## src/rtl/sram_port_pkg.sv

```systemverilog
`default_nettype none
// ============================================================================
// sram_port_pkg : shared FSM state type and limits for sram_port_initiator
// Revision 1.0
// ============================================================================
package sram_port_pkg;

  typedef enum logic [0:0] {
    CLEAR = 1'b0,
    RUN   = 1'b1
  } state_e;

  // Smallest legal response FIFO depth
  localparam int RSP_DEPTH_MIN = 3;

endpackage
`default_nettype wire

```

## src/rtl/sram_rsp_fifo.sv

```systemverilog
`default_nettype none
// ============================================================================
// sram_rsp_fifo : synchronous response FIFO with occupancy count
// Revision 1.0
// ============================================================================
module sram_rsp_fifo #(
  parameter int DATA_WIDTH = 2,
  parameter int RSP_DEPTH  = 4,
  parameter int CNT_WIDTH  = $clog2(RSP_DEPTH + 1)
) (
  input  logic                  clk,
  input  logic                  rst_n,
  input  logic                  push,
  input  logic [DATA_WIDTH-1:0] push_data,
  input  logic                  pop,
  output logic [DATA_WIDTH-1:0] head_data,
  output logic                  head_valid,
  output logic [CNT_WIDTH-1:0]  count
);

  localparam int PTR_WIDTH = (RSP_DEPTH > 1) ? $clog2(RSP_DEPTH) : 1;

  logic [DATA_WIDTH-1:0] mem [RSP_DEPTH];
  logic [PTR_WIDTH-1:0]  wr_ptr;
  logic [PTR_WIDTH-1:0]  rd_ptr;
  logic                  do_push;
  logic                  do_pop;

  // Pointers wrap explicitly so non-power-of-two depths work
  function automatic logic [PTR_WIDTH-1:0] ptr_inc(input logic [PTR_WIDTH-1:0] p);
    return (p == PTR_WIDTH'(RSP_DEPTH - 1)) ? '0 : p + 1'b1;
  endfunction

  assign head_valid = (count != '0);
  assign head_data  = mem[rd_ptr];
  assign do_pop     = pop && head_valid;
  assign do_push    = push && ((count != CNT_WIDTH'(RSP_DEPTH)) || do_pop);

  always_ff @(posedge clk or negedge rst_n) begin
    if (!rst_n) begin
      wr_ptr <= '0;
      rd_ptr <= '0;
      count  <= '0;
      for (int i = 0; i < RSP_DEPTH; i++) begin
        mem[i] <= '0;
      end
    end else begin
      if (do_push) begin
        mem[wr_ptr] <= push_data;
        wr_ptr      <= ptr_inc(wr_ptr);
      end
      if (do_pop) begin
        rd_ptr <= ptr_inc(rd_ptr);
      end
      case ({do_push, do_pop})
        2'b10:   count <= count + 1'b1;
        2'b01:   count <= count - 1'b1;
        default: count <= count;
      endcase
    end
  end

  a_no_overflow: assert property (@(posedge clk) disable iff (!rst_n)
    !(push && !pop && (count == CNT_WIDTH'(RSP_DEPTH))));

endmodule
`default_nettype wire

```

## src/rtl/sram_port_initiator.sv

```systemverilog
`default_nettype none
// ============================================================================
// sram_port_initiator : valid/ready front end for a 1RW OpenRAM SRAM port
// Revision 1.0
// ============================================================================
module sram_port_initiator
  import sram_port_pkg::*;
#(
  parameter int DATA_WIDTH = 2,
  parameter int ADDR_WIDTH = 4,
  parameter int RSP_DEPTH  = 4,
  parameter int INIT_CLEAR = 1
) (
  input  logic                  clk0,
  input  logic                  rst0_n,
  input  logic                  req_valid,
  output logic                  req_ready,
  input  logic                  req_we,
  input  logic [ADDR_WIDTH-1:0] req_addr,
  input  logic [DATA_WIDTH-1:0] req_wdata,
  output logic                  rsp_valid,
  input  logic                  rsp_ready,
  output logic [DATA_WIDTH-1:0] rsp_rdata,
  output logic                  init_done,
  output logic                  csb0,
  output logic                  web0,
  output logic [ADDR_WIDTH-1:0] addr0,
  output logic [DATA_WIDTH-1:0] din0,
  input  logic [DATA_WIDTH-1:0] dout0
);

  localparam int CNT_WIDTH = $clog2(RSP_DEPTH + 1);
  localparam int SUM_WIDTH = CNT_WIDTH + 1;

  if (RSP_DEPTH < RSP_DEPTH_MIN) begin : g_depth_check
    $error("sram_port_initiator: RSP_DEPTH must be at least %0d", RSP_DEPTH_MIN);
  end

  state_e                state, state_nxt;
  logic [ADDR_WIDTH-1:0] clr_addr, clr_addr_nxt;
  logic                  tag1, tag2;
  logic [CNT_WIDTH-1:0]  fifo_count;
  logic [SUM_WIDTH-1:0]  credit_used;
  logic                  accept;
  logic                  issue, issue_we, issue_read;
  logic [ADDR_WIDTH-1:0] issue_addr;
  logic [DATA_WIDTH-1:0] issue_din;

  // Every read that is in the tag pipe or the FIFO holds one FIFO credit
  assign credit_used = SUM_WIDTH'(fifo_count) + SUM_WIDTH'(tag1) + SUM_WIDTH'(tag2);
  assign req_ready   = init_done && (credit_used < SUM_WIDTH'(RSP_DEPTH));
  assign accept      = req_valid && req_ready;

  always_comb begin
    state_nxt    = state;
    clr_addr_nxt = clr_addr;
    issue        = 1'b0;
    issue_we     = 1'b0;
    issue_read   = 1'b0;
    issue_addr   = addr0;
    issue_din    = din0;
    case (state)
      CLEAR: begin
        issue        = 1'b1;
        issue_we     = 1'b1;
        issue_addr   = clr_addr;
        issue_din    = '0;
        clr_addr_nxt = clr_addr + 1'b1;
        if (clr_addr == '1) begin
          state_nxt = RUN;
        end
      end
      RUN: begin
        if (accept) begin
          issue      = 1'b1;
          issue_we   = req_we;
          issue_read = !req_we;
          issue_addr = req_addr;
          if (req_we) begin
            issue_din = req_wdata;
          end
        end
      end
      default: state_nxt = RUN;
    endcase
  end

  always_ff @(posedge clk0 or negedge rst0_n) begin
    if (!rst0_n) begin
      state    <= (INIT_CLEAR != 0) ? CLEAR : RUN;
      clr_addr <= '0;
    end else begin
      state    <= state_nxt;
      clr_addr <= clr_addr_nxt;
    end
  end

  always_ff @(posedge clk0 or negedge rst0_n) begin
    if (!rst0_n) begin
      csb0      <= 1'b1;
      web0      <= 1'b1;
      addr0     <= '0;
      din0      <= '0;
      init_done <= 1'b0;
      tag1      <= 1'b0;
      tag2      <= 1'b0;
    end else begin
      csb0      <= !issue;
      web0      <= !issue_we;
      addr0     <= issue_addr;
      din0      <= issue_din;
      // Lags entry to RUN by one cycle, which also idles the port after the sweep
      init_done <= init_done || (state == RUN);
      tag1      <= issue_read;
      tag2      <= tag1;
    end
  end

  sram_rsp_fifo #(
    .DATA_WIDTH (DATA_WIDTH),
    .RSP_DEPTH  (RSP_DEPTH),
    .CNT_WIDTH  (CNT_WIDTH)
  ) u_rsp_fifo (
    .clk        (clk0),
    .rst_n      (rst0_n),
    .push       (tag2),
    .push_data  (dout0),
    .pop        (rsp_ready),
    .head_data  (rsp_rdata),
    .head_valid (rsp_valid),
    .count      (fifo_count)
  );

endmodule
`default_nettype wire

```

## config.mk

```make
export PLATFORM = sky130hd
export DESIGN_NAME = sram_port_initiator
export DESIGN_NICKNAME = d
export VERILOG_FILES = /design/src/rtl/sram_port_pkg.sv /design/src/rtl/sram_rsp_fifo.sv /design/src/rtl/sram_port_initiator.sv
export SDC_FILE = /design/constraint.sdc
export NUM_CORES = 1
export LEC_CHECK = 0
export CORE_AREA = 4 4 78 51
export CTS_CLUSTER_SIZE = 30
export DETAILED_ROUTE_END_ITERATION = 8
export DIE_AREA = 0 0 82 55
export GPL_ROUTABILITY_DRIVEN = 0
export GPL_TIMING_DRIVEN = 1
export PLACE_DENSITY = 0.7
export SLEW_MARGIN = 20
export SYNTH_ARGS = -nofsm -noshare
export SYNTH_HDL_FRONTEND = slang
export SYNTH_HIERARCHICAL = 1
export SYNTH_SLANG_ARGS = --single-unit
```

## constraint.sdc

```tcl
create_clock -name clk0 -period 2.5 [get_ports clk0]
set_input_delay 0.75 -clock clk0 [delete_from_list [all_inputs] [get_ports clk0]]
set_output_delay 0.75 -clock clk0 [all_outputs]
set_load 0.005 [all_outputs]
```

==> results.py <==
metrics = {
    "cells_and_area": {
        "drive_above_1_share_pct": 28.6,
        "num_antenna_cells": 0,
        "nets": 189,
        "final_core_util_pct": 63.9,
        "syn_to_final_growth_pct": 29.2,
        "fin_cells": 213,
    },
    "timing": {
        "rsz0062_at_grt": "false",
        "fmax_mhz": 410,
        "slew_violations": 0,
        "setup_tns_ns": 0,
        "post-route-min-period_ns": 2.44,
        "skew_ns": 0.00763,
        "setup_viol": 0,
        "slew_headroom_pct": 69.9,
        "hold_ws_ns": 0.431,
        "finalCritPeriodShare_pct": 97.5,
        "hold_viol": 0,
        "worst_slew_pin_slew_ns": 0.451,
    },
    "floorplanning": {
        "die_w_um": 82,
        "die_y_um": 55,
        "design.die.area_mm2": 0.00451,
        "core_mm2": 0.00320,
        "rows": 16,
        "start_util_pct": 49.5,
        "io_pins": 26,
    },
    "synthesis": {
        "synth_top_area_share_pct": 45.8,
        "synth_fa_ha_area_share_pct": 7.58,
        "synth_top_area_cell": "dfrtp_1",
        "synth_xor_area_share_pct": 3.31,
        "synth_edf_count": 0,
        "synth_simple_gate_area_share_pct": 15.3,
        "async_flop_share_pct": 100,
        "post-synth-top-count-cell": "dfrtp_1",
        "synth_seq_cells": 31,
        "synth_top_family_by_area": "simple AND/OR/NAND/NOR gates",
        "yosys_warnings": 6,
        "synth_flop_cell": "dfrtp_1",
        "synth_mux_area_share_pct": 14.0,
        "synth.top_cells.by_count": "29 x dfrtp_1, 13 x mux2_2, 13 x nand2_1",
        "synth_fp_nets": 150,
        "synthCells": 128,
        "syn-cell-area_mm2": 0.00159,
        "synth_compound_area_share_pct": 6.71,
        "synth.distinct_cells": 33,
        "synth-seq-area-share_pct": 49.1,
        "syn_avg_cell_area_um2": 12.4,
        "synth_area_leaders": "dfrtp_1 46%, mux2_2 9.2%, ha_1 6.3%",
    },
    "global_route": {
        "grt_pass1_vias": 1118,
        "grt_pass1_wl_um": 5570,
        "grt-ovfl-total": 0,
        "grt_antenna_before_repair": 0,
        "grt_max_degree": 32,
        "grtUsageTotal_pct": 17.9,
    },
    "cts": {
        "clk_latency_ns": 0.28,
        "clockBufferDepth": 2,
        "clk_pin_slew_ns": 0.07,
        "cts_made_buffers": 5,
        "cts_root_buf": "clkbuf_8",
        "cts_tree": "built",
        "hold_buffers": 0,
        "cts_sinks": 31,
        "h-tree-depth": 2,
    },
    "route": {
        "drt-wirelength-per-cell_um": 15.2,
        "num_vias": 1085,
        "first_pass_iters": 4,
        "drt-initial-drc-count": 48,
        "drc_errors": 0,
        "wirelength_um": 3250,
        "routed_via_density": 5.09,
        "ant_nets": 0,
    },
    "setup_path": {
        "critPathBufInv": 2,
        "critPathKind": "register to output port",
        "crit_family": "buffers and inverters",
        "cp-start-kind": "register",
        "critPathSlowestCell": "clkdlybuf4s50_1",
        "crit_chain": "buf_4, or3_1, clkdlybuf4s50_1",
        "crit_required_ns": 1.75,
        "slowest_delay_ns": 0.46,
        "worstPathArrival_ns": 1.69,
        "cp-end-kind": "output port",
        "path_max_fanout": 4,
    },
    "power": {
        "p_per_area_mw_per_mm2": 1060,
        "p_comb_share_pct": 42.5,
        "ir_worst_vdd_mv": 0.580,
        "switchingPower_uw": 700,
        "internal_power_uw": 1470,
        "seq_power_share_pct": 39.9,
        "clkPwrFrac_pct": 17.6,
        "p_leak_uw": 0.000931,
        "swShare_pct": 32.3,
    },
    "placement": {
        "port_buffers": 25,
        "dp_hpwl_um": 2380,
        "dp_cells": 203,
    },
    "min_path": {
        "hp-class": "register to register",
    },
    "flow_run": {
        "maxCapViolations": 0,
    },
    "run_status": {
        "status": "complete, no violations",
    },
}
-- registers in the layout, indices dropped and copies added (netlist names) --
name / flops
u_rsp_fifo/rd_ptr: 2
tag2: 1
clr_addr: 4
u_rsp_fifo/count: 3
web0: 1
init_done: 1
u_rsp_fifo/wr_ptr: 2
din0: 2
u_rsp_fifo/mem: 8
addr0: 4
csb0: 1
tag1: 1
state: 1
-- layout make-up --
class | count | area [um2]
Clock inverter | 1 | 5.00
Inverter | 12 | 45.0
Tap cell | 45 | 56.3
Fill cell | 257 | 1150
Timing Repair Buffer | 34 | 323
Clock buffer | 7 | 76.3
Multi-Input combinational cell | 83 | 763
Sequential cell | 31 | 779
-- worst paths after layout --
| check | from | endpoint | slack, ns | depth (start not counted) |
|---|---|---|---|---|
| setup reg to reg | u_rsp_fifo/count[0] | u_rsp_fifo/count[2] | 0.43 | 9 |
| max in group asynchronous | rst0_n | web0 | 1.32 | 2 |
| min in group asynchronous | rst0_n | u_rsp_fifo/mem[2] | 0.86 | 2 |
| hold / removal | tag1 | tag2 | 0.43 | 0 |
| hold reg to reg | tag1 | tag2 | 0.43 | 0 |
| setup / recovery | u_rsp_fifo/count[0] | rsp_valid | 0.06 | 3 |
-- power groups by stage --
stage	Combinational [uW]	Clock (uW)	Sequential, uW
after detailed placement	897	0	866
after CTS	915	393	868
after floorplan	529	0	837
final	922	381	867
after global placement	864	0	850
after global routing	1030	418	893
-- layout by cell type (no fill, tap or decap) --
cell,instances
dfrtp_1,28
clkdlybuf4s50_1,23
mux2_2,13
nand2_1,12
inv_1,11
nor2_1,9
buf_4,9
ha_1,7
clkbuf_8,5
xnor2_1,4
and3_1,4
nor2b_1,3
a41oi_1,3
o31ai_2,3
mux2i_1,3
nand3_1,2
clkbuf_1,2
dfstp_2,2
dlymetal6s2s_1,2
mux4_2,2
xor2_1,2
nor2b_4,1
nand3_2,1
nand2_2,1
and3_2,1
inv_2,1
and4_4,1
a21oi_1,1
o2111a_1,1
or2_2,1
nor3b_2,1
nand4_1,1
o311ai_4,1
ha_4,1
clkinv_2,1
or3_1,1
nor4b_4,1
nand2b_4,1
fa_1,1
dfrtp_2,1
-- cells by family after synthesis --
kind of cell | after synthesis
and+or+nand+nor | 41
DFF | 31
muxes | 18
buffers and inverters | 14
AOI/OAI and AO/OA | 9
adders and majority gates | 9
xor gates and xnor gates | 6
-- routing by layer --
layer,track usage (%),routed length (um),vias to the layer above
met2,28.6,1560,16
li1,-,-,517
met1,22.4,1510,545
met3,5.83,112,7
met5,0,0,-
met4,8.29,67,0
-- metrics by stage --
stage               setup slack (ns)  instance area [um2]  total power [uW]
floorplan                      0.236                 1590              1370
global placement              -0.144                 1930              1710
detailed placement            -0.224                 1930              1760
CTS                           0.0175                 2030              2180
global route                  0.0162                 2050              2340
finish                        0.0629                 2050              2170
-- what timing repair did --
action,4_1_cts,5_1_grt
endpoints found under the hold margin,0,0
setup buffers,1,1
endpoints found under the setup margin,3,3
resized for setup,2,4
pin swaps,0,1
Power figures use the tool's default switching activity.
